**src/rtl/run_host.sv**
```systemverilog
// run_host: initiator side of the processor req/done run handshake; loads an image, runs, reads results.
// Optional WAIT-cycle counter on o_cyc_count is compiled in when RUN_HOST_CYCCNT_EN is defined.
//   state   | meaning
//   S_IDLE  | waiting for start, busy low
//   S_LOAD  | streaming input bytes into data memory
//   S_START | one-cycle req pulse, timer cleared
//   S_WAIT  | waiting for a done rising edge or timeout
//   S_READ  | streaming the result window out of data memory
//   S_FIN   | one busy cycle before returning to idle
module run_host #(
    parameter int unsigned LD_BASE = 0,
    parameter int unsigned LD_CNT  = 64,
    parameter int unsigned RD_BASE = 64,
    parameter int unsigned RD_CNT  = 32,
    parameter int unsigned TMO     = 4000,
    parameter int unsigned TMO_W   = 16
) (
    input  logic        i_clk,
    input  logic        i_rst_n,
    input  logic        i_start,
    output logic        o_busy,
    input  logic        i_in_valid,
    input  logic [7:0]  i_in_data,
    output logic        o_in_ready,
    output logic        o_mem_wr_en,
    output logic [7:0]  o_mem_addr,
    output logic [7:0]  o_mem_wdata,
    input  logic [7:0]  i_mem_rdata,
    output logic        o_req,
    input  logic        i_done,
    output logic        o_out_valid,
    output logic [7:0]  o_out_data,
    input  logic        i_out_ready,
    output logic [1:0]  o_status
`ifdef RUN_HOST_CYCCNT_EN
    ,
    output logic [15:0] o_cyc_count
`endif
);

    localparam int unsigned CNT_W = 16;

    localparam logic [CNT_W-1:0] LD_LAST   = (LD_CNT == 0) ? '0 : CNT_W'(LD_CNT - 1);
    localparam logic [CNT_W-1:0] RD_LAST   = (RD_CNT == 0) ? '0 : CNT_W'(RD_CNT - 1);
    localparam logic [7:0]       LD_BASE_A = 8'(LD_BASE);
    localparam logic [7:0]       RD_BASE_A = 8'(RD_BASE);
    localparam logic [TMO_W:0]   TMO_V     = (TMO_W + 1)'(TMO);

    localparam logic [1:0] ST_NONE = 2'b00;
    localparam logic [1:0] ST_OK   = 2'b01;
    localparam logic [1:0] ST_TMO  = 2'b10;

    typedef enum logic [2:0] {
        S_IDLE,
        S_LOAD,
        S_START,
        S_WAIT,
        S_READ,
        S_FIN
    } state_t;

    state_t             r_state;
    state_t             w_state_nxt;
    logic [CNT_W-1:0]   r_cnt;
    logic [CNT_W-1:0]   w_cnt_nxt;
    logic [TMO_W-1:0]   r_timer;
    logic [TMO_W-1:0]   w_timer_nxt;
    logic [1:0]         r_status;
    logic [1:0]         w_status_nxt;
    logic               r_done_q;
    logic               w_done_edge;
    logic [TMO_W:0]     w_timer_inc;
    logic               w_tmo_hit;

    assign w_done_edge = i_done & ~r_done_q;
    // Timer value after this WAIT cycle equals the number of WAIT cycles elapsed.
    assign w_timer_inc = {1'b0, r_timer} + (TMO_W + 1)'(1);
    assign w_tmo_hit   = (w_timer_inc >= TMO_V);

    always_ff @(posedge i_clk or negedge i_rst_n) begin
        if (!i_rst_n) begin
            r_state  <= S_IDLE;
            r_cnt    <= '0;
            r_timer  <= '0;
            r_status <= ST_NONE;
            r_done_q <= 1'b0;
        end else begin
            r_state  <= w_state_nxt;
            r_cnt    <= w_cnt_nxt;
            r_timer  <= w_timer_nxt;
            r_status <= w_status_nxt;
            r_done_q <= i_done;
        end
    end

    always_comb begin
        w_state_nxt  = r_state;
        w_cnt_nxt    = r_cnt;
        w_timer_nxt  = r_timer;
        w_status_nxt = r_status;
        o_in_ready   = 1'b0;
        o_mem_wr_en  = 1'b0;
        o_mem_addr   = 8'h00;
        o_mem_wdata  = 8'h00;
        o_req        = 1'b0;
        o_out_valid  = 1'b0;
        o_out_data   = 8'h00;

        case (r_state)
            S_IDLE: begin
                if (i_start) begin
                    w_cnt_nxt    = '0;
                    w_status_nxt = ST_NONE;
                    w_state_nxt  = (LD_CNT == 0) ? S_START : S_LOAD;
                end
            end

            S_LOAD: begin
                o_in_ready  = 1'b1;
                o_mem_wr_en = i_in_valid;
                o_mem_addr  = LD_BASE_A + r_cnt[7:0];
                o_mem_wdata = i_in_data;
                if (i_in_valid) begin
                    if (r_cnt == LD_LAST) begin
                        w_cnt_nxt   = '0;
                        w_state_nxt = S_START;
                    end else begin
                        w_cnt_nxt = r_cnt + CNT_W'(1);
                    end
                end
            end

            S_START: begin
                o_req       = 1'b1;
                w_timer_nxt = '0;
                w_state_nxt = S_WAIT;
            end

            S_WAIT: begin
                w_timer_nxt = w_timer_inc[TMO_W-1:0];
                // A completion edge takes priority over a simultaneous timeout.
                if (w_done_edge) begin
                    w_cnt_nxt = '0;
                    if (RD_CNT == 0) begin
                        w_status_nxt = ST_OK;
                        w_state_nxt  = S_FIN;
                    end else begin
                        w_state_nxt = S_READ;
                    end
                end else if (w_tmo_hit) begin
                    w_status_nxt = ST_TMO;
                    w_state_nxt  = S_FIN;
                end
            end

            S_READ: begin
                o_out_valid = 1'b1;
                o_mem_addr  = RD_BASE_A + r_cnt[7:0];
                o_out_data  = i_mem_rdata;
                if (i_out_ready) begin
                    if (r_cnt == RD_LAST) begin
                        w_cnt_nxt    = '0;
                        w_status_nxt = ST_OK;
                        w_state_nxt  = S_FIN;
                    end else begin
                        w_cnt_nxt = r_cnt + CNT_W'(1);
                    end
                end
            end

            S_FIN: begin
                w_state_nxt = S_IDLE;
            end

            default: begin
                w_state_nxt = S_IDLE;
            end
        endcase
    end

    assign o_busy   = (r_state != S_IDLE);
    assign o_status = r_status;

`ifdef RUN_HOST_CYCCNT_EN
    logic [15:0] r_cyc_count;

    // Cleared at the req pulse, counts WAIT cycles, then holds until the next run.
    always_ff @(posedge i_clk or negedge i_rst_n) begin
        if (!i_rst_n) begin
            r_cyc_count <= '0;
        end else if (r_state == S_START) begin
            r_cyc_count <= '0;
        end else if ((r_state == S_WAIT) && (r_cyc_count != 16'hFFFF)) begin
            r_cyc_count <= r_cyc_count + 16'd1;
        end
    end

    assign o_cyc_count = r_cyc_count;
`endif

endmodule

```
**config.mk**
```make
export PLATFORM = sky130hd
export DESIGN_NAME = run_host
export DESIGN_NICKNAME = d
export VERILOG_FILES = /design/src/rtl/run_host.sv
export SDC_FILE = /design/constraint.sdc
export NUM_CORES = 1
export LEC_CHECK = 0
export CAP_MARGIN = 20
export CORE_MARGIN = 2
export CORE_UTILIZATION = 45
export CTS_CLUSTER_SIZE = 20
export DETAILED_ROUTE_END_ITERATION = 16
export GPL_TIMING_DRIVEN = 0
export PLACE_DENSITY = 0.76
export SYNTH_ARGS = -nofsm -noshare
export SYNTH_HDL_FRONTEND = slang
export SYNTH_SLANG_ARGS = --single-unit
```
**constraint.sdc**
```tcl
create_clock -name i_clk -period 2.44 [get_ports i_clk]
set_input_delay 0.366 -clock i_clk [delete_from_list [all_inputs] [get_ports i_clk]]
set_output_delay 0.366 -clock i_clk [all_outputs]
set_load 0.1 [all_outputs]
```
## Yosys cells after proc, flatten, opt, wreduce, memory -nomap -nowiden

Index checks and enable logic that the tools add are counted.

| cells by class | value |
|---|---|
| equality and inequality tests | 15 |
| reductions and logical operators | 8 |
| add/sub/neg operators | 3 |
| bitwise logic cells | 2 |
| multiplexer cells | 29 |
| $lt $le $gt $ge | 1 |

Operators with widths:

| operator | number |
|---|---|
| 16-bit two-way mux | 6 |
| 16-bit one-hot mux with 4 select lines | 1 |
| 16-bit one-hot mux with 2 select lines | 1 |
| 3-bit two-way mux | 7 |
| 16-bit by 1-bit adder with 17-bit output (second input constant) | 1 |
| 17-bit by 12-bit greater-or-equal comparator with 1-bit output (second input constant) | 1 |
| 16-bit by 1-bit adder with 16-bit output (second input constant) | 1 |
| 16-bit by 5-bit == test with 1-bit output (second input constant) | 1 |
| 16-bit by 6-bit == test with 1-bit output (second input constant) | 1 |
| 8-bit two-way mux | 2 |
| 2-bit inequality test (second input constant) | 8 |
| 8-bit one-hot mux with 2 select lines | 1 |
| 3-bit one-hot mux with 5 select lines | 1 |
| 6-bit AND reduction | 2 |
| 2-bit two-way mux | 5 |
| 7-bit by 8-bit adder with 8-bit output (first input constant) | 1 |
| 3-bit by 2-bit == test with 1-bit output (second input constant) | 2 |
| 2-bit one-hot mux with 3 select lines | 1 |
| 3-bit nonzero test | 2 |
| 5-bit AND reduction | 1 |
| 1-bit two-way mux | 4 |
| 4-bit nonzero test | 1 |
| 3-bit by 1-bit == test with 1-bit output (second input constant) | 1 |
| 3-bit == test (second input constant) | 1 |
| other kinds (5) | 5 |

| word-level totals | value |
|---|---|
| input port bits | 22 |
| word-level logic and storage cells | 63 |
| output and inout bits | 31 |
| bits in registers | 38 |

## Longest topological paths before layout

| logic depth | value |
|---|---|
| word-level depth | 5 |
| mapped depth | 9 |

## Worst setup path before layout

No wires, ideal clock.

| timing path | value |
|---|---|
| kind | reg-to-output |
| start | reg r_state[0] |
| end | out o_mem_addr[6] |
| required time | 2.074 ns |
| arrival | 2.898 ns |
| path buffers | 1 |
| path slack | -0.824 ns |
| stages on the path, launching flop included | 5 |
| cells stage by stage | dfrtp_1 buf_2 nor2_1 nand2_1 o21ai_0 |

| on the way | value |
|---|---|
| word-level cells in the longest chain between the ends | 2 |

Ends and longest elaborated chain:

| item | RTL line | text |
|---|---|---|
| start, declared | 62 | `state_t r_state;` |
| start signal, assigned | 88 | `r_state <= w_state_nxt;` |
| 3-bit == test or 3-bit by 1-bit == test with 1-bit output (tied branches) | 109 | `case (r_state)` |
| 8-bit one-hot mux with 2 select lines * | 109 |  |
| end, declared | 26 | `output logic [7:0] o_mem_addr,` |

Every way passes the cells marked *; elsewhere a longest branch is shown, timed or not.

## Worst setup path in the final report

| timing path | value |
|---|---|
| start | reg r_state[0] |
| end | out o_mem_addr[1] |

The elaborated chain is that of the path after synthesis.

==> results by group <==
Drt
  – Via count: between 2000 and 3000
  – Router iterations before antenna repair: 7
  – Routed Antenna Nets: 0
  – Drt wl/cell: about 16 microns
  – Vias per std cell: 6.03
  – Final wirelength: between 7000 and 8000 microns
  – Initial DRC count: between 200 and 250
  – Drt drc: 0

Logic synthesis
  – Post-synth top cells: dfrtp_1 (38), nand2_1 (38), and2_1 (20), inv_1 (19), nor2_1 (19)
  – Synth async-reset ratio: between 90% and 100%
  – Netlist cell types: between 60 and 70
  – Ranking of synthesized cells by area: dfrtp_1 (35%), nand2_1 (5.2%), and2_1 (4.6%)
  – Mapped Area: 0.00274 sq mm
  – Largest area contributor in the netlist: dfrtp_1
  – Post-synth EDFFs: 0
  – Register area share after synthesis: about a third
  – Register bit total from synthesis: 38
  – Mean area per synthesized cell: 8.19 sq um
  – Post-Syn Instances: 335
  – Synth top area share: 34.7%
  – Synthesis Warnings: 0
  – Net Count, Synth: about 360
  – Synth Flop Type: dfrtp_1

Clocking
  – CTS root buf: clkbuf_8
  – CTS tree: done
  – CTS buffer count: 5
  – # hold bufs at CTS: 0
  – Post_cts resized: 150
  – Worst-path clk slew: 0.08 ns
  – CTS max path bufs: 2
  – Clock Sink Count: 38
  – Maximum level of the CTS H-tree: 2
  – Clk Latency, worst-skew pair: around 0.30 ns
  – Setup Buffers After CTS: 0

Placed design
  – Pre-CTS worst setup slack: -0.463 ns
  – Buffers on Ports: 52
  – Cell Area, Placed: between 0.003 and 0.004 sq mm
  – DP HPWL: between 5000 and 6000 microns
  – GP Congestion: slightly above 0.9

Die
  – Die width: between 80 and 90 microns
  – Die Area: around 0.0067 sq mm
  – Row count: 28
  – Core area: 0.00592 sq mm
  – Top Ports: 53
  – Initial core utilization: a little under half
  – Die Height: roughly 82 microns

Run
  – Max cap viols: 0

Setup path
  – CP required: between 2 and 2.5 ns
  – R2R depth: 6
  – Top cell by count, worst path: buf_2
  – CP Launch Type: flop
  – Worst-path maximum fanout: 9
  – Crit path kind: flop to primary output
  – Crit path cell chain: buf_2, nor2_1, nand2_2, inv_2, nor2_2, nor2b_1, buf_2
  – Master of the slowest instance on the critical path: buf_2
  – R2r setup slk: 0.14 ns
  – WP data arrival: 1.97 ns
  – CP peak stage delay: 0.43 ns
  – RR Startpoint: r_timer[0]
  – Endpoint class of the critical path: primary output
  – R2R Path End: o_status[1]

STA
  – Final period utilization: between 90% and 100%
  – Setup Viol. Count Final: 0
  – Final Max Slew Viols: 0
  – Slew @ Worst Pin: between 0.9 and 1 ns
  – Hold_ws: between 0.15 and 0.2 ns
  – Max_slew headroom: 35.1%
  – Setup ws final: 0.101 ns
  – RSZ-0062 raised after global routing: yes
  – Hold Vio Cnt, Final: 0
  – Clock Skew: 0.00826 ns
  – Min Tclk post-route: between 2 and 2.5 ns
  – Highest Clock Rate: around 0.43 GHz

Global routing
  – Largest net degree at the start of global routing: 39
  – First-pass GRT wire length: approximately 12000 microns
  – Number of global-route vias before repair: 2492
  – Overflow after GRT: 0
  – All-Layer GR Usage: around 22%
  – Initial antenna violation count: 0

Hold path
  – Worst min path class: input port to async pin

Power
  – PD cells: 711 mW/mm^2
  – Switching Share: between 40% and 50%
  – Clock power frac: about 28%
  – Internal Pwr Total: 1.36 mW
  – Leakage: about 1.4 nW
  – Switch Pwr: roughly 1.1 mW
  – Sequential cell fraction of total power: 31.8%
  – Worst VDD drop: around 0.00050 V
  – Combinational Power Share: 40.5%

Layout
  – Synth-to-Final Area Change: 27.1%
  – Layout cell share with drive strength beyond 1: roughly a quarter
  – Ant. Diodes: 0
  – Final instance area: around 0.0035 sq mm
  – Fin nets: 420
  – Post-layout util: roughly three fifths

Run status
  – Status: finished, final reports clean
## layout make-up
class / count / area (sq um)
fillers: 545 / 2430
multi-input cells: 256 / 1650
repair buffers: 52 / 463
well taps: 75 / 93.8
clock inverters: 2 / 60.1
clock buffers: 6 / 82.6
inverters: 20 / 75.1
plain buffers: 21 / 108
flip-flops and latches: 38 / 951
## kinds of logic (layout without fill, tap and decap cells)
| family | Yosys count | in the layout | share of synthesized area, % |
|---|---|---|---|
| AO/OA/AOI/OAI | 84 | 84 | 20.3 |
| flip-flops | 38 | 38 | 34.7 |
| multiplexers | 7 | 7 | 2.65 |
| AND/OR/NAND/NOR | 159 | 159 | 33.5 |
| buffers and inverters | 41 | 101 | 6.43 |
| XOR/XNOR | 2 | 2 | 0.639 |
| adder cells (fa/ha/maj) | 4 | 4 | 1.82 |
## worst max-delay path, delay by kind of cell (launching register included)
family / cells / cell delay, ns
buffers and inverters: 3 / 0.73
and+or+nand+nor: 4 / 0.59
DFF: 1 / 0.36
## sequential cells by signal, indices dropped and copies added, names as in the netlist
signal	flops
r_cnt	16
o_status	2
r_state	3
r_done_q	1
r_timer	16
## how the worst max path moves through the flow
| stage | depth (start not counted) | slack, ns | end | startpoint |
|---|---|---|---|---|
| floorplan | 6 | -0.26 | o_mem_addr[0] | r_state[0] |
| global placement | 7 | -0.44 | o_out_data[0] | r_state[0] |
| detailed placement | 7 | -0.46 | o_out_data[0] | r_state[0] |
| CTS | 6 | 0.002 | o_mem_addr[6] | r_state[0] |
| global route | 7 | -0.05 | o_mem_addr[2] | r_state[0] |
| finish | 7 | 0.10 | o_mem_addr[1] | r_state[0] |
## power by group through the flow
stage	logic [mW]	clock network, mW	registers, mW
5_1_grt	1.05	0.717	0.796
3_5_place_dp	1.04	0	0.795
6_report	1.00	0.689	0.788
2_1_floorplan	0.722	0	0.850
4_1_cts	0.985	0.689	0.782
3_3_place_gp	1.03	0	0.792
## stage by stage
step | std cells | TNS (ns) | power [mW]
after global routing | 470 | -0.432 | 2.56
after floorplan | 335 | -1.37 | 1.57
after CTS | 470 | 0 | 2.46
after global placement | 462 | -9.86 | 1.82
final | 470 | 0 | 2.48
after detailed placement | 462 | -10.38 | 1.83
## cell usage in the layout (no fill, tap or decap), types with 6 or more instances in the layout
cell and count:
nor2b_1 8, o22ai_1 13, clkbuf_8 6, buf_2 17
clkbuf_4 12, a31oi_1 11, nand3_1 14, clkdlybuf4s50_1 22
dfrtp_1 38, inv_1 19, nand2b_1 8, a21oi_1 12
nor3_1 11, and2_2 16, nand2_1 37, o21ai_0 15
or3_1 8, nand4_1 7, buf_6 10, nor2_1 17
## routing by layer
layer,GRT usage [%],part of all wire (%)
met1,31.2,45
met2,35.0,46
met3,4.51,7.6
met4,7.50,1.4
met5,0,0
Note: power is estimated with default switching activity, not from simulation.
